[src/rtl/alu_ctrl.sv]
// alu_ctrl: multi-cycle fetch/execute controller that drives an external combinational ALU.
// Define ALU_CTRL_WATCHDOG_EN to add the fetch-timeout watchdog that raises err.
module alu_ctrl #(
   parameter int PC_W = 8
) (
   input  logic            clk,
   input  logic            reset,
   input  logic            start,
   output logic [PC_W-1:0] instr_addr,
   output logic            instr_req,
   input  logic            instr_ack,
   input  logic [15:0]     instr_data,
   output logic [7:0]      alu_a,
   output logic [7:0]      alu_b,
   output logic [2:0]      alu_op,
   input  logic [7:0]      alu_y,
   input  logic            alu_zero,
   output logic            busy,
   output logic            halted,
   output logic            err,
   input  logic [1:0]      dbg_sel,
   output logic [7:0]      dbg_data
);

   typedef enum logic [1:0] {
      IDLE  = 2'd0,
      FETCH = 2'd1,
      EXEC  = 2'd2,
      HALT  = 2'd3
   } state_t;

   state_t          state_reg;
   logic [PC_W-1:0] pc_reg;
   logic [15:0]     ir_reg;
   logic            z_reg;
   logic            req_reg;
   logic            busy_reg;
   logic            halted_reg;
   logic [7:0]      rf [4];

   logic            wr_en;
   logic [1:0]      wr_sel;
   logic [7:0]      wr_val;
   logic            jmp_taken;

`ifdef ALU_CTRL_WATCHDOG_EN
   logic            err_reg;
   logic [3:0]      wd_reg;
`endif

   // ALU and LDI both write back; they differ only in where rd and the data come from.
   assign wr_en     = (state_reg == EXEC) && !ir_reg[15];
   assign wr_sel    = ir_reg[14] ? ir_reg[13:12] : ir_reg[10:9];
   assign wr_val    = ir_reg[14] ? ir_reg[7:0]   : alu_y;
   assign jmp_taken = !ir_reg[13] || z_reg;

   genvar gi;
   generate
      for (gi = 0; gi < 4; gi++) begin : g_rf
         logic [7:0] q_reg;
         always_ff @(posedge clk or negedge reset) begin
            if (!reset) begin
               q_reg <= '0;
            end else if (wr_en && (wr_sel == 2'(gi))) begin
               q_reg <= wr_val;
            end
         end
         assign rf[gi] = q_reg;
      end
   endgenerate

   always_ff @(posedge clk or negedge reset) begin
      if (!reset) begin
         state_reg  <= IDLE;
         pc_reg     <= '0;
         ir_reg     <= '0;
         z_reg      <= 1'b0;
         req_reg    <= 1'b0;
         busy_reg   <= 1'b0;
         halted_reg <= 1'b0;
`ifdef ALU_CTRL_WATCHDOG_EN
         err_reg    <= 1'b0;
         wd_reg     <= '0;
`endif
      end else begin
         case (state_reg)
            IDLE, HALT: begin
               if (start) begin
                  state_reg  <= FETCH;
                  pc_reg     <= '0;
                  req_reg    <= 1'b1;
                  busy_reg   <= 1'b1;
                  halted_reg <= 1'b0;
`ifdef ALU_CTRL_WATCHDOG_EN
                  err_reg    <= 1'b0;
                  wd_reg     <= '0;
`endif
               end
            end
            FETCH: begin
               if (instr_ack) begin
                  state_reg <= EXEC;
                  ir_reg    <= instr_data;
                  pc_reg    <= pc_reg + PC_W'(1);
                  req_reg   <= 1'b0;
               end
`ifdef ALU_CTRL_WATCHDOG_EN
               // wd_reg counts ack-less cycles already spent; this is the 15th.
               else if (wd_reg == 4'd14) begin
                  state_reg  <= HALT;
                  req_reg    <= 1'b0;
                  busy_reg   <= 1'b0;
                  halted_reg <= 1'b1;
                  err_reg    <= 1'b1;
               end else begin
                  wd_reg <= wd_reg + 4'd1;
               end
`endif
            end
            EXEC: begin
               if (ir_reg[15:14] == 2'b11) begin
                  state_reg  <= HALT;
                  busy_reg   <= 1'b0;
                  halted_reg <= 1'b1;
               end else begin
                  state_reg <= FETCH;
                  req_reg   <= 1'b1;
`ifdef ALU_CTRL_WATCHDOG_EN
                  wd_reg    <= '0;
`endif
               end
               if (ir_reg[15:14] == 2'b00) begin
                  z_reg <= alu_zero;
               end
               if ((ir_reg[15:14] == 2'b10) && jmp_taken) begin
                  pc_reg <= ir_reg[PC_W-1:0];
               end
            end
            default: begin
               state_reg <= IDLE;
            end
         endcase
      end
   end

   assign instr_addr = pc_reg;
   assign instr_req  = req_reg;
   assign busy       = busy_reg;
   assign halted     = halted_reg;
   assign alu_a      = rf[ir_reg[8:7]];
   assign alu_b      = rf[ir_reg[6:5]];
   assign alu_op     = ir_reg[13:11];
   assign dbg_data   = rf[dbg_sel];

`ifdef ALU_CTRL_WATCHDOG_EN
   assign err = err_reg;
`else
   assign err = 1'b0;
`endif

endmodule

[config.mk]
export PLATFORM = sky130hd
export DESIGN_NAME = alu_ctrl
export DESIGN_NICKNAME = d
export VERILOG_FILES = /design/src/rtl/alu_ctrl.sv
export SDC_FILE = /design/constraint.sdc
export NUM_CORES = 1
export LEC_CHECK = 0
export CAP_MARGIN = 20
export CORE_MARGIN = 2
export CORE_UTILIZATION = 40
export CTS_CLUSTER_SIZE = 25
export DETAILED_ROUTE_END_ITERATION = 10
export HOLD_SLACK_MARGIN = 0.12
export MAX_ROUTING_LAYER = met4
export PLACE_DENSITY_LB_ADDON = 0.1
export SYNTH_ARGS = -nofsm -noshare
export SYNTH_HDL_FRONTEND = slang
export SYNTH_SLANG_ARGS = --single-unit
export TNS_END_PERCENT = 1
[constraint.sdc]
create_clock -name clk -period 4.8 [get_ports clk]
set_input_delay 1.2 -clock clk [delete_from_list [all_inputs] [get_ports clk]]
set_output_delay 1.2 -clock clk [all_outputs]
set_load 0.05 [all_outputs]
== After elaboration in Yosys (flattened, before gate mapping) ==
Index checks and enable logic that the tools add are counted.

* Output and inout bits: 39
* Input port bits: 31
* Logic and storage cells: 79
* Bits in registers: 62

* $lt $le $gt $ge: 3
* Eq/ne operators: 13
* Multiplexer cells: 28
* Reductions and logical operators: 20
* Bitwise operators: 3
* $add $sub $neg: 1

{| class="wikitable"
|+ Operator list
! cell !! number
|-
| two-way mux 8 bit || 10
|-
| binary-select mux 8 bit (select 2 bit) || 3
|-
| one-hot mux 8 bit (3 select lines) || 1
|-
| == test 2 bit (second input constant) || 6
|-
| greater-or-equal comparator 3 bit (second input constant) || 3
|-
| NOT 2 -> 3 bit || 3
|-
| AND reduction 3 bit || 3
|-
| adder 8 x 1 -> 8 bit (second input constant) || 1
|-
| two-way mux 2 bit || 4
|-
| logical AND 1 bit || 6
|-
| zero test 2 bit || 3
|-
| two-way mux 1 bit || 6
|-
| != test 2 bit (second input constant) || 3
|-
| one-hot mux 2 bit (3 select lines) || 1
|-
| AND reduction 2 bit || 3
|-
| == test 2 x 1 -> 1 bit (second input constant) || 2
|-
| != test 2 x 1 -> 1 bit (second input constant) || 2
|-
| one-hot mux 1 bit (2 select lines) || 2
|-
| one-hot mux 1 bit (3 select lines) || 1
|-
| zero test 1 bit || 2
|-
| nonzero test 2 bit || 1
|-
| OR reduction 2 bit || 1
|-
| logical OR 1 bit || 1
|}

== Logic depth before layout (Yosys ltp) ==
* Word-level depth: 5
* Mapped depth: 8
* Mapped depth without buffers: 6

== Least setup slack after synthesis ==
Ideal clock, no wire load.

* Path kind: input to output
* Start point: input port dbg_sel[0]
* End point: output port dbg_data[0]
* Data required time: 3.600 ns
* Stages on the path: 2
* Path buffers: 1
* Slack: 1.483 ns
* Arrival time: 2.117 ns
* Cells stage by stage: buf_2 mux4_2

* Word-level cells in the longest chain between the ends: 4

{| class="wikitable"
|+ RTL lines
! what !! RTL line !! source
|-
| start, declared || 21 || <nowiki>input logic [1:0] dbg_sel,</nowiki>
|-
| NOT 2 -> 3 bit (not written as such) || 153 || <nowiki>assign dbg_data = rf[dbg_sel];</nowiki>
|-
| binary-select mux 8 bit (select 2 bit) || 153 ||
|-
| two-way mux 8 bit (not written as such) (2 in series) || 153 ||
|-
| end, declared || 22 || <nowiki>output logic [7:0] dbg_data</nowiki>
|}

Every way passes these cells. The select of a mux whose other input is x is not followed.

== Worst setup path after layout ==
* Start point: input port dbg_sel[0]
* End point: output port dbg_data[4]

The elaborated chain is that of the path after synthesis.

==> impl_metrics.toml <==
[timing]
skew_ns = 0.01674
final-setup-viol-count = 0
tns_ns = 0
min_period_ns = 4.297
hold_violations = 0
max_slew.worst_pin.slew_ns = 0.9665
drv_slew = 0
worst_slew_margin_rel_pct = 35.57
rsz0062_at_grt = "false"
fmaxAchievable_mhz = 232.7
fin_crit_sh_pct = 89.53

[clocking]
cts-resized-gates = 0
postCtsSetupBuffers = 0
clk_pin_slew_worst_paths_ns = 0.07
cts_inserted_buffers = 9
clockBufferDepth = 2
htree_levels = 3
cts-hold-fix-buffers = 0
cts_sinks = 62
cts_tree = "built"
insertion_delay_ns = 0.35
root_buffer = "clkbuf_8"

[die]
row_count = 34
dieArea_um2 = 9497
pin_count = 70
fp.dieW_um = 97.45
coreArea_um2 = 8593
die_y_um = 97.45
initial_core_util_pct = 40.65

[critical_path]
worstSetupPathType = "in2out"
reg2regPathDepth = 6
crit_cells = 4
reg2reg_slack_ns = 2.45
cp-startpoint = "dbg_sel[0]"
crit_end = "dbg_data[4]"
crit_arrival_ns = 3.10
worstPathRequired_ns = 3.60
cpMostUsedCell = "clkdlybuf4s50_1"
crit_family = "buffers and inverters"
rr_startpoint = "state_reg[1]$_DFFE_PN0P_"
cpPeakStageDelay_ns = 0.72
path_max_fanout = 8
crit_path_end_kind = "primary output"
r2r-end = "instr_addr[7]$_DFFE_PN0P_"
cpMaxStageDelayCell = "clkdlybuf4s50_1"
cp-start-kind = "input pin"
crit_buf_inv = 3
path_cells = "clkdlybuf4s50_1, buf_4, mux4_2, clkdlybuf4s50_1"

[logic_synthesis]
syn_area_per_cell_um2 = 14.09
yosys_warnings = 0
syn_area_um2 = 3493
synth.yosys.seq_area_share_pct = 44.41
synth_cells = 248
yosys_register_bits = 62
syn_nets = 283
synthDistinctLibCells = 44

[global_routing]
grt.overflow.total = 0
antenna_found_initial = 0
grtUsageTotal_pct = 18.49
grt_pass1_vias = 2496
grt_pass1_wl_um = 13260
grt_max_degree = 42

[flow_run]
cap_violations = 0

[finish]
layout_commonest_cell = "clkdlybuf4s50_1"
drive_above_1_share_pct = 35.13
largest_reg_flops = 32
area_growth_pct = 26.54
nets = 346
final_cell_mix = "clkdlybuf4s50_1, dfrtp_1, mux2_2"
n_antenna_cell = 0

[place]
dp_hpwl_um = 5689
gp_routability_congestion = 0.8288
port_buffers = 68

[worst_hold_path]
hold_class = "reg2reg"

[detailed_routing]
via_per_inst = 5.540
routed_wl_um = 7976
drt-initial-drc-count = 72
wire_per_inst_um = 18.81
drt_pass1_iterations = 4
route.detailed.drc = 0
final_antenna_net_count = 0
vias = 2349

[outcome]
status = "finished, final reports clean"
==> worst reg2reg max path, delay by kind of cell (launching register included) <==
family          cells  cell delay [ns]
simple gates        3             1.14
flops               1             0.40
fa+ha+maj           1             0.31
compound gates      1             0.30
buf+inv             1             0.09
==> through the flow <==
step	hold slack, ns	instances	instance area, µm²	utilization, %	worst slack, ns
finish	0.4885	424	4420	51.44	0.5025
global route	0.5399	424	4420	51.44	0.4329
CTS	0.4924	424	4420	51.44	0.4883
detailed placement	0.4766	408	4213	49.02	0.4880
global placement	0.4790	408	4213	49.02	0.5001
floorplan	0.4720	248	3493	-	1.483
==> layer usage <==
metal  up-vias  wire, µm  track usage [%]
met1      1206      3646            24.24
met2        56      3906            28.44
met4         0       104            4.808
li1       1079         -                -
met3         8       319            5.468
met5         -         0                -
==> cell families after synthesis <==
kind of cell | Yosys count | synth area share (%)
compound gates | 32 | 6.662
xor+xnor | 1 | 0.2508
fa+ha+maj | 4 | 1.433
buf+inv | 22 | 3.474
flops | 62 | 44.41
mux | 84 | 35.75
other cells | 1 | 0.1073
simple gates | 42 | 7.915
==> cell usage after synthesis (all sizes together) <==
cell	number	area (µm²)
nand2b	9	66.31
nor2b	3	18.77
and4	1	8.760
buf	15	95.09
o21a	2	15.01
a21oi	1	5.000
o21ai	9	48.80
nand3	7	35.03
a31oi	2	12.51
nor2	6	53.80
dfrtp	62	1551
mux2	59	698.2
inv	4	15.01
a31o	1	8.760
nand3b	1	7.510
and3	2	12.51
clkbuf	3	11.26
o31ai	5	37.54
nor4bb	1	10.01
conb	1	3.750
a221o	1	10.01
a41oi	1	8.760
nand4	1	6.260
a211o	1	8.760
nor3	1	5.000
o311ai	3	26.28
ha	4	50.05
nand2	10	52.55
a22o	3	26.28
mux2i	1	10.01
mux4	24	540.5
xor2	1	8.760
a32o	1	10.01
a22oi	2	15.01
==> layout make-up <==
type	count	area [µm²]
clock inverters	6	70.07
multi-input cells	164	1821
flip-flops and latches	62	1551
repair buffers	70	690.7
well taps	108	135.1
clock buffers	10	137.6
inverters	4	15.01
fillers	778	4173
==> worst min path at each step <==
stage / startpoint / end / slack, ns / depth (start not counted)
after floorplan: state_reg[1]$_DFFE_PN0P_ / state_reg[1]$_DFFE_PN0P_ / 0.47 / 2
after global placement: instr_req$_DFFE_PN0P_ / instr_req$_DFFE_PN0P_ / 0.48 / 2
after detailed placement: instr_req$_DFFE_PN0P_ / instr_req$_DFFE_PN0P_ / 0.48 / 2
after CTS: instr_req$_DFFE_PN0P_ / instr_req$_DFFE_PN0P_ / 0.49 / 2
after global routing: ir_reg[11]$_DFFE_PN0P_ / ir_reg[11]$_DFFE_PN0P_ / 0.54 / 1
final: instr_req$_DFFE_PN0P_ / instr_req$_DFFE_PN0P_ / 0.49 / 2
Power is left out: the tool's default activity adds up to more than one toggle a clock period on the data nets, which glitch-free logic cannot reach.
